### src/rtl/ars_gf233_pkg.sv
// ars_gf233_pkg
//   Shared definitions for the GF(2^233) multiplier slice:
//   field degree, reduction taps of f(x) = x^233 + x^74 + 1,
//   the field element type and the sequencer state encoding.
package ars_gf233_pkg;

  localparam int M        = 233;
  localparam int F_TAP_HI = 74;
  localparam int F_TAP_LO = 0;

  typedef logic [M-1:0] gf233_t;

  typedef enum logic [1:0] {
    IDLE    = 2'd0,
    RUN     = 2'd1,
    DONE_ST = 2'd2
  } state_t;

endpackage

### src/rtl/ars_gf_mulxd.sv
// ars_gf_mulxd
//   Combinational multiply by x^D modulo f(x) = x^233 + x^74 + 1.
//   The D bits shifted out of the top are folded back through taps 74 and 0.
//   One fold is enough because D <= 8 keeps 74 + D below 233.
// Ports
//   a : field element in
//   y : a * x^D mod f
module ars_gf_mulxd
  import ars_gf233_pkg::*;
#(
  parameter int D = 1
) (
  input  gf233_t a,
  output gf233_t y
);

  logic [D-1:0] ovf;
  gf233_t       shifted;
  gf233_t       fold;

  assign ovf     = a[M-1 -: D];
  assign shifted = a << D;
  assign fold    = (gf233_t'(ovf) << F_TAP_HI) ^ (gf233_t'(ovf) << F_TAP_LO);
  assign y       = shifted ^ fold;

endmodule

### src/rtl/ars_gfmul_ctrl.sv
// ars_gfmul_ctrl
//   Digit-serial MSB-first GF(2^233) multiplier with its sequencer.
//   Consumes D bits of B per cycle over K = ceil(233/D) iterations.
//   Optional feature macro: ARS_GFMUL_ABORT_EN (adds the abort input).
// Ports
//   clk    : clock, rising edge
//   rst_n  : asynchronous active-low reset
//   start  : request, sampled in IDLE and DONE_ST only
//   din_a  : operand A, latched on the accepting edge
//   din_b  : operand B, latched on the accepting edge
//   busy   : high while running
//   done   : one-cycle pulse, dout valid from this cycle
//   dout   : A*B mod f, held until the next accepted start
//   abort  : (ARS_GFMUL_ABORT_EN only) cancel a running multiply
//
// state   | meaning
// IDLE    | waiting for start
// RUN     | one digit iteration per edge, cnt counts 0..K-1
// DONE_ST | result published, done high; start here is accepted directly
module ars_gfmul_ctrl
  import ars_gf233_pkg::*;
#(
  parameter int D = 1
) (
  input  logic   clk,
  input  logic   rst_n,
  input  logic   start,
  input  gf233_t din_a,
  input  gf233_t din_b,
  output logic   busy,
  output logic   done,
  output gf233_t dout
`ifdef ARS_GFMUL_ABORT_EN
  ,
  input  logic   abort
`endif
);

  localparam int K  = (M + D - 1) / D;
  localparam int KD = K * D;
  localparam int CW = $clog2(K + 1);

  state_t          state;
  gf233_t          a_q;
  gf233_t          acc;
  logic [KD-1:0]   b_q;
  logic [CW-1:0]   cnt;
  logic [D-1:0]    digit;
  gf233_t          acc_x;
  gf233_t          pp;
  gf233_t          acc_next;
  logic            abort_req;

`ifdef ARS_GFMUL_ABORT_EN
  assign abort_req = abort;
`else
  assign abort_req = 1'b0;
`endif

  assign digit = b_q[KD-1 -: D];

  ars_gf_mulxd #(.D(D)) u_acc_mulx (
    .a (acc),
    .y (acc_x)
  );

  // Partial product A*digit by Horner, MSB of the digit first:
  // h <- h*x ^ (bit ? A : 0), one x-multiply stage per digit bit.
  for (genvar i = 0; i < D; i++) begin : g_horner
    gf233_t hin;
    gf233_t hx;
    gf233_t hout;
    if (i == 0) begin : g_first
      assign hin = '0;
    end else begin : g_next
      assign hin = g_horner[i-1].hout;
    end
    ars_gf_mulxd #(.D(1)) u_pp_mulx (
      .a (hin),
      .y (hx)
    );
    assign hout = hx ^ (digit[D-1-i] ? a_q : '0);
  end

  assign pp       = g_horner[D-1].hout;
  assign acc_next = acc_x ^ pp;

  always_ff @(posedge clk or negedge rst_n) begin
    if (!rst_n) begin
      state <= IDLE;
      busy  <= 1'b0;
      done  <= 1'b0;
      dout  <= '0;
      acc   <= '0;
      cnt   <= '0;
      a_q   <= '0;
      b_q   <= '0;
    end else begin
      case (state)
        RUN: begin
          if (abort_req) begin
            state <= IDLE;
            busy  <= 1'b0;
          end else begin
            acc <= acc_next;
            b_q <= b_q << D;
            cnt <= cnt + CW'(1);
            if (cnt == CW'(K - 1)) begin
              dout  <= acc_next;
              state <= DONE_ST;
              busy  <= 1'b0;
              done  <= 1'b1;
            end
          end
        end
        default: begin
          done <= 1'b0;
          // In DONE_ST an abort beats a simultaneous start.
          if (start && !(state == DONE_ST && abort_req)) begin
            a_q   <= din_a;
            b_q   <= KD'(din_b);
            acc   <= '0;
            cnt   <= '0;
            state <= RUN;
            busy  <= 1'b1;
          end else begin
            state <= IDLE;
            busy  <= 1'b0;
          end
        end
      endcase
    end
  end

endmodule
### config.mk
export PLATFORM = sky130hd
export DESIGN_NAME = ars_gfmul_ctrl
export DESIGN_NICKNAME = d
export VERILOG_FILES = /design/src/rtl/ars_gf233_pkg.sv /design/src/rtl/ars_gf_mulxd.sv /design/src/rtl/ars_gfmul_ctrl.sv
export SDC_FILE = /design/constraint.sdc
export NUM_CORES = 2
export LEC_CHECK = 0
export BUFFER_PORTS_ARGS = -buffer_cell sky130_fd_sc_hd__clkbuf_2
export CAP_MARGIN = 5
export CORE_MARGIN = 5
export CORE_UTILIZATION = 32
export CTS_BUF_LIST = sky130_fd_sc_hd__clkbuf_4 sky130_fd_sc_hd__clkbuf_8
export DETAILED_ROUTE_END_ITERATION = 12
export GPL_TIMING_DRIVEN = 0
export SYNTH_ARGS = -nofsm -noshare
export SYNTH_HDL_FRONTEND = slang
export SYNTH_SLANG_ARGS = --single-unit
### constraint.sdc
create_clock -name clk -period 2.37 [get_ports clk]
set_input_delay 0.5925 -clock clk [delete_from_list [all_inputs] [get_ports clk]]
set_output_delay 0.5925 -clock clk [all_outputs]
set_load 0.03 [all_outputs]
# [After elaboration in Yosys (flattened, before gate mapping)]
# Cells that the tools add are included.
[word_totals] reg_bits=944 latch_bits=0 ramBits=0 rom_bits=0 input_bits=469 output_inout_bits=235 n_memories=0
[classes] addsub=1 multipliers=0 div_mod_pow=0 n_lt_le_gt_ge=0 eq_ne=3 shift=0 n_mux=15 bitwise=4 n_reduce_logical=3
[ops] op="$mux W233" count=5
[ops] op="$xor A233 B233 Y233" count=1
[ops] op="$xor A233 B75 Y233" count=1
[ops] op="$xor A75 B1 Y75" count=1
[ops] op="$mux W8" count=2
[ops] op="$add A8 B1 Y8 const B" count=1
[ops] op="$eq A8 B8 Y1 const B" count=1
[ops] op="$mux W1" count=6
[ops] op="$mux W2" count=2
[ops] op="$reduce_and A2 Y1" count=2
[ops] op="$eq A2 B1 Y1 const B" count=1
[ops] op="$ne A2 B2 Y1 const B" count=1
[ops] op="$reduce_bool A2 Y1" count=1
[ops] op="$not A1 Y1" count=1

# [Longest topological paths before layout]
[depth] ltp_word=4 mapped_depth=8

# [Modules after synthesis]
# From an unflattened synthesis, not the netlist that was laid out.
[hier_totals] hier_cells=4034 area_unflattened_um2=46223.1
[by_module_without_submodules] mod="ars_gfmul_ctrl" n_inst=1 cells_each=3568 area_each_um2=42722.2
[by_module_without_submodules] mod="ars_gf_mulxd" n_inst=2 cells_each=233 area_each_um2=1750.4

# [Worst setup path after synthesis]
# Ideal clock, no wire load.
[synth_path] path_type="register -> register" startpoint="reg cnt[0]" endpoint="reg dout[173]" setup_ns=0.125 arrival_time_ns=1.756 required_ns=2.245 path_slack_ns=0.488 stages_incl_launch_ff=9 path_buffers=3 period_less_slack_ns=1.882 cell_sequence="dfrtp_1 -> inv_1 -> ha_1 -> nor4bb_1 -> and3_1 -> buf_4 -> buf_4 -> buf_6 -> mux2_4"
[synth_via] elab_chain_len=2
[synth_lines] item="start, declared" line_no="ars_gfmul_ctrl.sv:47" text="logic [CW-1:0] cnt;"
[synth_lines] item="start signal, assigned" line_no="ars_gfmul_ctrl.sv:107" text="cnt <= cnt + CW'(1);"
[synth_lines] item="$eq A8 B8 Y1" line_no="ars_gfmul_ctrl.sv:108" text="if (cnt == CW'(K - 1)) begin"
[synth_lines] item="$reduce_and A2 Y1 (no line)"
[synth_lines] item="end signal, assigned" line_no="ars_gfmul_ctrl.sv:109" text="dout <= acc_next;"
[synth_lines] item="end, declared" line_no="ars_gfmul_ctrl.sv:32" text="output gf233_t dout"
# Every way passes these cells.
# A chain may end at the register's enable or synchronous reset.

# [Final worst setup path]
[layout_path] startpoint="reg cnt[0]" endpoint="reg dout[133]"
# Same word-level chain as after synthesis.

==> results list <==
- The flow ran to the end, but the final reports show violations.
- The final reports fail on hold timing.
- In this run the core area contains 131 standard-cell rows.
* Final hold violations: 185
* Cell family with most CP delay: buffers and inverters
- Setup skew after layout: 0.0524 ns
- Type of the worst setup path: flip-flop to flip-flop
- The total overflow left after global routing is 0.
* CP max FO: 10
* Ratio of total power to cell area: 611 nW/um2
- Final setup TNS: 0 ns
* HPWL reported at the end of detailed placement: 93000 um
- STA classifies the critical path startpoint as a flip-flop.
- Die X-Extent: 369 um
* Total die area: 136000 um2
- Number of antenna violations at the first check in global routing: 29
- CP required: 3.10 ns
- Remaining number of nets flagged by the antenna check after routing: 0
- In this run the clock root is driven by a sky130_fd_sc_hd__clkbuf_8.
- Counting along the longest clock path gives a buffer depth of 3.
* Share of synthesized area spent on multiplexers: 19.7%
- Number of clock buffers inserted by TritonCTS: 166
* Number of max-cap violations: 0
* Clock insertion delay at the later pin of the skew report: 0.90 ns
* Post-Synth Simple-Gate Area: 7.98%
- Largest area contributor in the netlist: sky130_fd_sc_hd__dfrtp_1
* Count of final setup violators: 0
- H-Tree Depth: 4
- Entering global routing, the biggest net connects 105 pins.
* Number of top-level pins: 704
- The synthesized design contains 942 register bits.
- The cell count after synthesis came out at 3342.
- Peak Freq: 0.438 GHz
- Port buffer count: 702
- Relative max-transition margin: 39.2%
- After layout, the minimum clock period comes to 2.28 ns.
* Slowest cell on crit path: sky130_fd_sc_hd__dfrtp_1
- WL per Instance: 20.0 um
* Global-route track usage on met2: 31.0%
- Busiest layer in global routing: met2
* Setup repair bufs after CTS: 0
- Most frequent cells after synthesis: sky130_fd_sc_hd__dfrtp_1, sky130_fd_sc_hd__nand2_1, sky130_fd_sc_hd__mux2_2, sky130_fd_sc_hd__mux2i_1, sky130_fd_sc_hd__o21ai_0
- Worst hold slack across all endpoints: -0.176 ns
- The number of hold buffers added after CTS was 460.
- For the pin with the worst max-slew slack, the measured transition is 0.913 ns.
- Commonest register cell after synthesis: sky130_fd_sc_hd__dfrtp_1
- Synth top area share: 57.2%
- Initial cell density of the core: 32.2%
* Leakage: 29.3 nW
- Across every metal layer, demand over resource in global routing totals 18.7%.
* Hold Path Class: input port to asynchronous set/reset pin
- Met3 global-route usage: 5.50%
* Final WL: 130000 um
- Vias post-DR: 30100
- Post-Syn Area: 41200 um2
- Vias in the first global route: 32700
- In this run, the number of DRC markers left after iteration 0 of detailed routing was 1526.
- STA classifies the critical path endpoint as a flip-flop.
- TritonCTS built the clock tree.
- Yosys mapped a number of flops with a built-in enable equal to 0.
- Worst-path clk slew: 0.06 ns
* Area added between synthesis and finish: 34.3%
* Distinct cell type count of the synthesized netlist: 30
- Height of the die: 369 um
- In this run the standard cell core region covers 128000 um2.
- DRC Markers: 0
* Clock Sinks: 942
* Layout cell share with drive strength beyond 1: 33.0%
- In the post-synthesis netlist, the biggest area contributors are sky130_fd_sc_hd__dfrtp_1, sky130_fd_sc_hd__mux2_2, sky130_fd_sc_hd__mux2i_1.
- Synth Area in Adders: 0.0607%
* Total non-filler cell area in the finished layout: 55300 um2
- Summing the areas of all xor and xnor instances in the mapped netlist gives 4.97% of the synthesized area.
- Number of nets in the layout: 5152
- RSZ-0062 raised after global routing: false
- Counting both buffers and inverters, the worst setup path holds a total of 4.
- Main combinational cell family by area after synthesis: multiplexers
- Met1 usage: 23.1%
- Number of max-slew violations in the final report: 0
* Part of the Yosys area used for sequential elements: 57.2%
- Routability-driven placement finished with a final weighted congestion of 0.861.
* DP Area: 47100 um2
* Share of flip-flops with an asynchronous set or reset: 100%
* Highest cell delay on the worst timing path: 0.44 ns
- VDD sags by at most 0.506 mV.
- The first TritonRoute pass finished after 5 iterations.
- Summing the areas of all compound-gate instances in the mapped netlist gives 7.03% of the synthesized area.
- Data arrival time at the worst-slack endpoint: 3.01 ns
- Mapped Nets: 3813
- For this run, the number of Yosys warnings is 0.
* Critical-path cell list: inv_1 > ha_1 > nor4bb_1 > and3_2 > buf_8 > buf_12 > buf_6 > mux2_4
- Cell with the most instances after synthesis: sky130_fd_sc_hd__dfrtp_1
* Ratio of final minimum period to clock period: 96.4%
- The first global-routing pass estimated 197000 um of wire.
* Via/cell ratio: 4.65
- Averaged over all synthesized cells, the footprint is 12.3 um2.
==> metal layers <==
metal	vias up	share of wire (%)
met3	240	6.8
met2	796	48
met1	14900	42
met5	-	0.059
li1	14200	-
met4	12	3.3
==> what timing repair did <==
action                                  4_1_cts  5_1_grt
endpoints found under the hold margin       511      185
gates resized for setup                      23        7
endpoints found under the setup margin     1019      144
cloned                                        1        0
==> cell type report <==
cell class | count | area (um2)
clock buffers | 258 | 3170
repair buffers | 1173 | 8470
flip-flops and latches | 942 | 23600
inverters | 30 | 113
diodes | 19 | 47.5
fillers | 11900 | 72500
clock inverters | 26 | 283
multi-input cells | 2134 | 16400
well taps | 1662 | 2080
plain buffers | 234 | 1220
==> registers in the layout, summed over array words and instances, names as in the netlist <==
register	cells
dout	233
b_q	233
cnt	8
state	2
acc	233
a_q	233
==> kinds of logic after synthesis <==
logic type / count (synthesis)
DFF: 942
adders and majority gates: 2
xor gates and xnor gates: 234
buffers and inverters: 266
AOI/OAI and AO/OA: 473
and+or+nand+nor: 720
muxes: 705
==> cell usage in the layout, fill, tap and decap left out, types with 3 or more instances in the layout <==
cell | netlist | routed
sky130_fd_sc_hd__a21o_1 | 207 | 207
sky130_fd_sc_hd__and3_1 | 210 | 209
sky130_fd_sc_hd__buf_16 | 0 | 12
sky130_fd_sc_hd__buf_2 | 115 | 109
sky130_fd_sc_hd__buf_4 | 5 | 7
sky130_fd_sc_hd__buf_6 | 15 | 17
sky130_fd_sc_hd__clkbuf_1 | 99 | 91
sky130_fd_sc_hd__clkbuf_2 | 0 | 704
sky130_fd_sc_hd__clkbuf_4 | 0 | 63
sky130_fd_sc_hd__clkbuf_8 | 0 | 198
sky130_fd_sc_hd__clkinv_2 | 0 | 9
sky130_fd_sc_hd__clkinv_8 | 0 | 3
sky130_fd_sc_hd__clkinvlp_4 | 0 | 3
sky130_fd_sc_hd__dfrtp_1 | 942 | 941
sky130_fd_sc_hd__diode_2 | 0 | 19
sky130_fd_sc_hd__dlygate4sd3_1 | 0 | 458
sky130_fd_sc_hd__inv_1 | 30 | 30
sky130_fd_sc_hd__inv_8 | 0 | 5
sky130_fd_sc_hd__mux2_2 | 308 | 308
sky130_fd_sc_hd__mux2_4 | 133 | 133
sky130_fd_sc_hd__mux2i_1 | 264 | 264
sky130_fd_sc_hd__nand2_1 | 470 | 469
sky130_fd_sc_hd__nand3_1 | 30 | 30
sky130_fd_sc_hd__nand4_1 | 3 | 3
sky130_fd_sc_hd__o21ai_0 | 261 | 261
sky130_fd_sc_hd__xnor2_1 | 209 | 209
sky130_fd_sc_hd__xor2_1 | 25 | 25
==> power by group <==
| group | switching, mW | leakage [nW] | internal [mW] | total [mW] |
|---|---|---|---|---|
| sequential | 0.000376 | 11.9 | 16.1 | 16.1 |
| combinational | 0.917 | 15.5 | 1.00 | 1.92 |
| clock | 7.06 | 1.84 | 8.75 | 15.8 |
==> final timing paths <==
| path | from | end | slack (ns) | depth (start not counted) |
|---|---|---|---|---|
| max | cnt[0] | dout[133] | 0.09 | 8 |
| min | rst_n | b_q[193] | -0.18 | 2 |
| max reg2reg | cnt[0] | dout[133] | 0.09 | 8 |
| min reg2reg | b_q[165] | b_q[166] | 0.46 | 2 |
| max in group asynchronous | rst_n | acc[164] | 0.34 | 6 |
| min in group clk | din_b[115] | b_q[115] | 0.12 | 3 |
==> per-stage QoR <==
stage / worst slack, ns / util, % / hold slack, ns / power (mW) / std cells
finish: 0.0861 / 43.3 / -0.176 / 33.8 / 6478
global route: 0.0133 / 43.3 / -0.207 / 35.2 / 6469
CTS: 0.00640 / 43.2 / -0.283 / 34.3 / 6459
detailed placement: -1.05 / 36.8 / 0.462 / 17.6 / 5716
global placement: -23.11 / 36.6 / 0.457 / 17.6 / 5706
floorplan: 0.488 / - / 0.297 / 16.7 / 3342
No activity file was read; power rests on OpenSTA's default activity.
